--- src/rtl/seg_wr_scheduler_if.sv ---
`default_nettype none
// ============================================================================
// Module      : seg_wr_scheduler_if
// Description : Bundles the memory-map controls, the AFU source stream and
//               the DMA write channel of seg_wr_scheduler.
//               master modport : host/datapath/DMA side (drives go, bases,
//                                src_valid/src_data, wr_full, wr_resp)
//               slave modport  : the scheduler itself
// Revision    : 1.0 - initial release
// ============================================================================
interface seg_wr_if #(
    parameter int ADDR_WIDTH = 64,
    parameter int DATA_WIDTH = 512,
    parameter int CNT_WIDTH  = 16
);
    logic                  go;
    logic [CNT_WIDTH-1:0]  num_lines;
    logic [ADDR_WIDTH-1:0] wr_addr_s0;
    logic [ADDR_WIDTH-1:0] wr_addr_s1;
    logic [ADDR_WIDTH-1:0] wr_addr_s2;
    logic [ADDR_WIDTH-1:0] wr_addr_s3;
    logic                  src_valid;
    logic [DATA_WIDTH-1:0] src_data;
    logic                  src_ready;
    logic                  wr_en;
    logic [ADDR_WIDTH-1:0] wr_addr;
    logic [DATA_WIDTH-1:0] wr_data;
    logic                  wr_full;
    logic                  wr_resp;
    logic                  done;
    logic [ADDR_WIDTH-1:0] cv_value;

    modport master (
        output go, num_lines, wr_addr_s0, wr_addr_s1, wr_addr_s2, wr_addr_s3,
        output src_valid, src_data, wr_full, wr_resp,
        input  src_ready, wr_en, wr_addr, wr_data, done, cv_value
    );

    modport slave (
        input  go, num_lines, wr_addr_s0, wr_addr_s1, wr_addr_s2, wr_addr_s3,
        input  src_valid, src_data, wr_full, wr_resp,
        output src_ready, wr_en, wr_addr, wr_data, done, cv_value
    );
endinterface
`default_nettype wire

--- src/rtl/seg_wr_scheduler.sv ---
`default_nettype none
// ============================================================================
// Module      : seg_wr_scheduler
// Description : On go, pulls 4*num_lines cachelines from the datapath and
//               issues them as DMA writes interleaved over four segments
//               (s0,s1,s2,s3,s0,...), then waits for every write response
//               and raises done. cv_value reports busy cycles (saturating).
// Ports       : clk  - clock
//               rst  - asynchronous active-high reset
//               bus  - seg_wr_if slave (controls, source stream, DMA channel)
// Revision    : 1.0 - initial release
// ============================================================================
module seg_wr_scheduler #(
    parameter int ADDR_WIDTH = 64,
    parameter int DATA_WIDTH = 512,
    parameter int LINE_BYTES = 64,
    parameter int CNT_WIDTH  = 16
) (
    input  wire logic  clk,
    input  wire logic  rst,
    seg_wr_if.slave    bus
);
    localparam int TOT_WIDTH = CNT_WIDTH + 2;

    localparam logic [1:0] S_IDLE  = 2'd0;
    localparam logic [1:0] S_ISSUE = 2'd1;
    localparam logic [1:0] S_DRAIN = 2'd2;
    localparam logic [1:0] S_DONE  = 2'd3;

    logic [1:0]            state_q, state_d;
    logic [ADDR_WIDTH-1:0] ptr_q [4];
    logic [ADDR_WIDTH-1:0] ptr_d [4];
    logic [TOT_WIDTH-1:0]  total_q, total_d;
    logic [TOT_WIDTH-1:0]  issued_q, issued_d;
    logic [TOT_WIDTH-1:0]  acked_q, acked_d;
    logic [1:0]            seg_q, seg_d;
    logic [ADDR_WIDTH-1:0] cv_q, cv_d;
    logic                  wr_en_q, wr_en_d;
    logic [ADDR_WIDTH-1:0] wr_addr_q, wr_addr_d;
    logic [DATA_WIDTH-1:0] wr_data_q, wr_data_d;

    logic start_w;
    logic ready_w;
    logic done_w;
    logic fire_w;
    logic active_w;

    // go is only honoured when no transfer is in flight
    assign start_w  = bus.go && ((state_q == S_IDLE) || (state_q == S_DONE));
    assign fire_w   = bus.src_valid && ready_w;
    assign active_w = (state_q == S_ISSUE) || (state_q == S_DRAIN);

    // ------------------------------------------------------------------
    // FSM: state register
    // ------------------------------------------------------------------
    always_ff @(posedge clk or posedge rst) begin
        if (rst) state_q <= S_IDLE;
        else     state_q <= state_d;
    end

    // ------------------------------------------------------------------
    // FSM: next state
    // ------------------------------------------------------------------
    always_comb begin
        state_d = state_q;
        case (state_q)
            S_IDLE, S_DONE: begin
                if (start_w)
                    state_d = (bus.num_lines == '0) ? S_DONE : S_ISSUE;
            end
            S_ISSUE: begin
                if (fire_w && (issued_q + TOT_WIDTH'(1) == total_q))
                    state_d = S_DRAIN;
            end
            S_DRAIN: begin
                if (acked_q == total_q)
                    state_d = S_DONE;
            end
            default: state_d = S_IDLE;
        endcase
    end

    // ------------------------------------------------------------------
    // FSM: outputs
    // ------------------------------------------------------------------
    always_comb begin
        ready_w = 1'b0;
        done_w  = 1'b0;
        case (state_q)
            S_ISSUE: ready_w = !bus.wr_full && (issued_q < total_q);
            S_DONE:  done_w  = 1'b1;
            default: ;
        endcase
    end

    // ------------------------------------------------------------------
    // Datapath next-state
    // ------------------------------------------------------------------
    always_comb begin
        ptr_d     = ptr_q;
        total_d   = total_q;
        issued_d  = issued_q;
        acked_d   = acked_q;
        seg_d     = seg_q;
        cv_d      = cv_q;
        wr_en_d   = fire_w;
        wr_addr_d = wr_addr_q;
        wr_data_d = wr_data_q;

        if (fire_w) begin
            wr_addr_d      = ptr_q[seg_q];
            wr_data_d      = bus.src_data;
            ptr_d[seg_q]   = ptr_q[seg_q] + ADDR_WIDTH'(LINE_BYTES);
            seg_d          = seg_q + 2'd1;
            issued_d       = issued_q + TOT_WIDTH'(1);
        end

        if (active_w) begin
            // responses past the expected total are dropped
            if (bus.wr_resp && (acked_q < total_q))
                acked_d = acked_q + TOT_WIDTH'(1);
            if (cv_q != '1)
                cv_d = cv_q + ADDR_WIDTH'(1);
        end

        if (start_w) begin
            ptr_d[0] = bus.wr_addr_s0;
            ptr_d[1] = bus.wr_addr_s1;
            ptr_d[2] = bus.wr_addr_s2;
            ptr_d[3] = bus.wr_addr_s3;
            total_d  = {bus.num_lines, 2'b00};
            issued_d = '0;
            acked_d  = '0;
            seg_d    = '0;
            cv_d     = '0;
        end
    end

    always_ff @(posedge clk or posedge rst) begin
        if (rst) begin
            for (int i = 0; i < 4; i++) ptr_q[i] <= '0;
            total_q   <= '0;
            issued_q  <= '0;
            acked_q   <= '0;
            seg_q     <= '0;
            cv_q      <= '0;
            wr_en_q   <= 1'b0;
            wr_addr_q <= '0;
            wr_data_q <= '0;
        end else begin
            ptr_q     <= ptr_d;
            total_q   <= total_d;
            issued_q  <= issued_d;
            acked_q   <= acked_d;
            seg_q     <= seg_d;
            cv_q      <= cv_d;
            wr_en_q   <= wr_en_d;
            wr_addr_q <= wr_addr_d;
            wr_data_q <= wr_data_d;
        end
    end

    assign bus.src_ready = ready_w;
    assign bus.done      = done_w;
    assign bus.wr_en     = wr_en_q;
    assign bus.wr_addr   = wr_addr_q;
    assign bus.wr_data   = wr_data_q;
    assign bus.cv_value  = cv_q;

endmodule
`default_nettype wire

--- src/flat_wrapper.sv ---
// flat-port wrapper written by rule: the top's interface ports become plain ports
module seg_wr_scheduler_flat 
#(
    parameter int ADDR_WIDTH = 64,
    parameter int DATA_WIDTH = 512,
    parameter int LINE_BYTES = 64,
    parameter int CNT_WIDTH  = 16
)
  (clk, rst, bus_go, bus_num_lines, bus_wr_addr_s0, bus_wr_addr_s1, bus_wr_addr_s2, bus_wr_addr_s3, bus_src_valid, bus_src_data, bus_wr_full, bus_wr_resp, bus_src_ready, bus_wr_en, bus_wr_addr, bus_wr_data, bus_done, bus_cv_value);
  seg_wr_if #(.ADDR_WIDTH(ADDR_WIDTH), .DATA_WIDTH(DATA_WIDTH), .CNT_WIDTH(CNT_WIDTH)) bus_i ();
  input  wire logic clk;
  input  wire logic rst;
  input wire logic [$bits(bus_i.go)-1:0] bus_go;
  input wire logic [$bits(bus_i.num_lines)-1:0] bus_num_lines;
  input wire logic [$bits(bus_i.wr_addr_s0)-1:0] bus_wr_addr_s0;
  input wire logic [$bits(bus_i.wr_addr_s1)-1:0] bus_wr_addr_s1;
  input wire logic [$bits(bus_i.wr_addr_s2)-1:0] bus_wr_addr_s2;
  input wire logic [$bits(bus_i.wr_addr_s3)-1:0] bus_wr_addr_s3;
  input wire logic [$bits(bus_i.src_valid)-1:0] bus_src_valid;
  input wire logic [$bits(bus_i.src_data)-1:0] bus_src_data;
  input wire logic [$bits(bus_i.wr_full)-1:0] bus_wr_full;
  input wire logic [$bits(bus_i.wr_resp)-1:0] bus_wr_resp;
  output wire logic [$bits(bus_i.src_ready)-1:0] bus_src_ready;
  output wire logic [$bits(bus_i.wr_en)-1:0] bus_wr_en;
  output wire logic [$bits(bus_i.wr_addr)-1:0] bus_wr_addr;
  output wire logic [$bits(bus_i.wr_data)-1:0] bus_wr_data;
  output wire logic [$bits(bus_i.done)-1:0] bus_done;
  output wire logic [$bits(bus_i.cv_value)-1:0] bus_cv_value;
  assign bus_i.go = bus_go;
  assign bus_i.num_lines = bus_num_lines;
  assign bus_i.wr_addr_s0 = bus_wr_addr_s0;
  assign bus_i.wr_addr_s1 = bus_wr_addr_s1;
  assign bus_i.wr_addr_s2 = bus_wr_addr_s2;
  assign bus_i.wr_addr_s3 = bus_wr_addr_s3;
  assign bus_i.src_valid = bus_src_valid;
  assign bus_i.src_data = bus_src_data;
  assign bus_i.wr_full = bus_wr_full;
  assign bus_i.wr_resp = bus_wr_resp;
  assign bus_src_ready = bus_i.src_ready;
  assign bus_wr_en = bus_i.wr_en;
  assign bus_wr_addr = bus_i.wr_addr;
  assign bus_wr_data = bus_i.wr_data;
  assign bus_done = bus_i.done;
  assign bus_cv_value = bus_i.cv_value;
  seg_wr_scheduler #(.ADDR_WIDTH(ADDR_WIDTH), .DATA_WIDTH(DATA_WIDTH), .LINE_BYTES(LINE_BYTES), .CNT_WIDTH(CNT_WIDTH)) u_core (.clk(clk), .rst(rst), .bus(bus_i));
endmodule
--- config.mk ---
export PLATFORM = sky130hd
export DESIGN_NAME = seg_wr_scheduler_flat
export DESIGN_NICKNAME = d
export VERILOG_FILES = /design/src/rtl/seg_wr_scheduler_if.sv /design/src/rtl/seg_wr_scheduler.sv /design/src/flat_wrapper.sv
export SDC_FILE = /design/constraint.sdc
export NUM_CORES = 2
export LEC_CHECK = 0
export CAP_MARGIN = 20
export CORE_AREA = 2 2 566 568
export DETAILED_ROUTE_END_ITERATION = 16
export DIE_AREA = 0 0 568 570
export PLACE_DENSITY = 0.38
export SLEW_MARGIN = 40
export SYNTH_ARGS = -nofsm -noshare
export SYNTH_HDL_FRONTEND = slang
export SYNTH_SLANG_ARGS = --single-unit
--- constraint.sdc ---
create_clock -name clk -period 29.1 [get_ports clk]
set_clock_uncertainty 0.2 [all_clocks]
set_input_delay 2.91 -clock clk [delete_from_list [all_inputs] [get_ports clk]]
set_output_delay 2.91 -clock clk [all_outputs]
set_load 0.005 [all_outputs]
==> reports/summary.txt <==
Status - finished clean
Clk buf depth - 4
Total track usage - 0.185
Met3 wire length - 25.7 mm
Max-Cap Viols - 0
Via density - 3.98
Crit path time final - 7.67 ns
Critical path type - in -> out
Clock transition at the registers of the reported paths - 0.05 ns
Vias in the first global route - 42100
Largest net degree at the start of global routing - 192
Initial DRC count - 3012
Worst Path Max Fanout - 10
Routed Antenna Nets - 0
CP required - 25.99 ns
HP Class - reg -> reg
Fraction of layout cells with a size suffix above 1 - 0.0596
GP Congestion - 1.04
Die height - 570 um
Max-slew violations - 0
Post-synth top area cell - dfrtp_1
Area of the core - 317000 um^2
PD cells - 104 nW/um^2
Top FF cell, synth - dfrtp_1
Final setup viols - 0
Routed vias - 41600
H-tree levels - 4
Crit-path cells - clkdlybuf4s50_1, nor2_1, o211ai_1, buf_4, nor2_1, clkdlybuf4s50_1
Setup crit end kind - output pin
CTS Sinks - 953
Area growth, synth to finish - 55.4%
Share of the synthesized area in the top cell type - 0.552
Die W - 568 um
Slew headroom - 0.422
Sequential fraction of the synthesis area - 0.552
Routed wl met2 - 146 mm
WP buf/inv - 3
Max Fclk - 130 MHz
Syn nets - 5592
Lkg Pwr - 28.6 nW
Worst EP arrival - 4.56 ns
Post-DP HPWL - 244 mm
First-pass GRT wire length - 408 mm
Slowest cell on the critical path - clkdlybuf4s50_1
Placement row count - 207
Main area contributors after synthesis - dfrtp_1 55%, nand2_1 18%, mux4_2 2.9%
Worst hold slack - 0.271 ns
Clk_lat worst skew - 0.80 ns
Commonest cells after routing, fill and taps aside - 2028 x nand2_1, 1432 x clkdlybuf4s50_1, 951 x dfrtp_1
Synth warn - 0
CTS Buf Count - 143
Final hold vios - 0
Netlist cell types - 75
Number of synthesized flops with an enable pin - 0
CTS tree - done
Congestion Overflow GR - 0
CTS root buf - clkbuf_16
Worst-Margin Slew - 0.865 ns
Starting density of the core - 0.136
Number of synthesized register bits - 953
Critical Path Start Type - input port
Die area - 324000 um^2
Setup TNS - 0 ns
Tcrit/Tclk final - 0.264
CTS Hold Buffers Added - 0
Routed wire per std cell - 29.7 um
Number of setup buffers added after CTS - 0
Syn Inst Count - 4757
Top Layer Used - met5
Peak supply drop - 0.0000565 V
I/O pin count - 1433
FFs w/ async S/R, synth - 1.00
Initial antenna violation count - 133
RSZ-0062 raised after global routing - no
# port buffers - 1432
DR pass1 iterations - 6
Drt drc - 0
Fin nets - 6940
Family with the most delay on the worst path - buffers and inverters
Mean Syn Cell Area - 9.08 um^2
Slowest Stage Delay on Critical Path - 0.66 ns
M1 wire length - 126 mm
Commonest non-fill, non-tap cell in the layout - nand2_1
Cts repair resizes - 0
WL final - 309 mm
Synth Cell Area - 43200 um^2
sequential cells by signal, summed over array words and instances (netlist names):
register	cells
u_core.bus.wr_data	512
u_core.ptr_q	256
u_core.bus.cv_value	64
u_core.bus.wr_addr	64
u_core.acked_q	18
u_core.issued_q	18
u_core.total_q	16
u_core.seg_q	2
u_core.state_q	2
u_core.bus.wr_en	1
worst register-to-register path, cell delays in order, from the launching register on:
cell     delay, ns
dfrtp_4       0.80
buf_4         0.79
mux4_1        0.46
and4_1        0.38
or4b_2        0.94
or4_4         0.74
nor3_1        0.60
xnor2_1       0.29
o22ai_1       0.14
where the power goes:
group / total (mW) / switching, mW / internal (mW)
combinational: 2.82 / 1.59 / 1.23
clock: 1.81 / 0.735 / 1.08
sequential: 2.35 / 0.456 / 1.90
total: 6.98 / 2.78 / 4.21
synth_stat cells, types with 4 or more instances:
cell,instances
nor2_1,235
nor3b_1,8
or3_1,20
nand3b_1,4
o22ai_1,77
and4_1,20
buf_4,7
xor2_1,69
a2bb2oi_1,11
nor3_1,59
a21oi_1,102
xnor2_1,71
or4_1,9
o21a_1,7
a31oi_1,30
a221o_1,5
nand4_1,49
mux2i_1,112
a22oi_1,4
o31ai_1,14
nor4_1,43
dfrtp_1,953
mux4_2,56
nand3_1,63
nand2b_1,9
a21o_1,4
and2_1,13
o21ai_0,193
ha_1,45
buf_2,5
buf_1,12
inv_1,41
and3_1,31
clkbuf_1,263
buf_8,5
mux4_1,7
nand2_1,2029
o211ai_1,9
kinds of logic after synthesis:
logic type,share of synthesized area
XOR/XNOR,0.0284
multiplexers,0.0596
AND/OR/NAND/NOR,0.249
adder cells (fa/ha/maj),0.0130
flip-flops,0.552
buffers and inverters,0.0321
AO/OA/AOI/OAI,0.0659
final cells by class:
type,count,area (um^2)
Clock inverter,34,556
Multi-Input combinational cell,3467,18100
Fill cell,34900,250000
Clock buffer,209,4130
Inverter,42,169
Timing Repair Buffer,1498,15000
Tap cell,4180,5230
Sequential cell,953,23900
Antenna cell,52,130
through the flow:
step	utilization	setup slack (ns)	power (mW)	area, um^2	std cells
final	0.212	21.43	6.98	67200	10400
after global placement	0.196	20.29	5.21	62100	10100
after detailed placement	0.196	21.25	5.24	62300	10100
after CTS	0.211	21.37	7.13	66900	10400
after floorplan	-	12.87	3.35	43200	4757
after global routing	0.211	21.30	7.42	67100	10400
layer usage:
metal | vias to the layer above | GRT usage
met3 | 435 | 0.0610
met5 | - | 0
li1 | 18500 | -
met4 | 50 | 0.0572
met2 | 1781 | 0.307
met1 | 20800 | 0.224
path summary, 6_finish.rpt:
| kind | startpoint | end | slack [ns] | depth (start not counted) |
|---|---|---|---|---|
| setup / recovery | bus_wr_full | bus_src_ready | 21.43 | 6 |
| min in group asynchronous | rst | u_core.state_q[1] | 2.33 | 2 |
| hold reg to reg | u_core.bus.wr_data[185] | u_core.bus.wr_data[185] | 0.27 | 2 |
| setup reg to reg | u_core.seg_q[1] | u_core.ptr_q[240] | 23.60 | 8 |
| hold / removal | u_core.bus.wr_data[185] | u_core.bus.wr_data[185] | 0.27 | 2 |
| max in group asynchronous | rst | u_core.ptr_q[101] | 23.24 | 6 |
No activity file was read; power rests on OpenSTA's default activity.
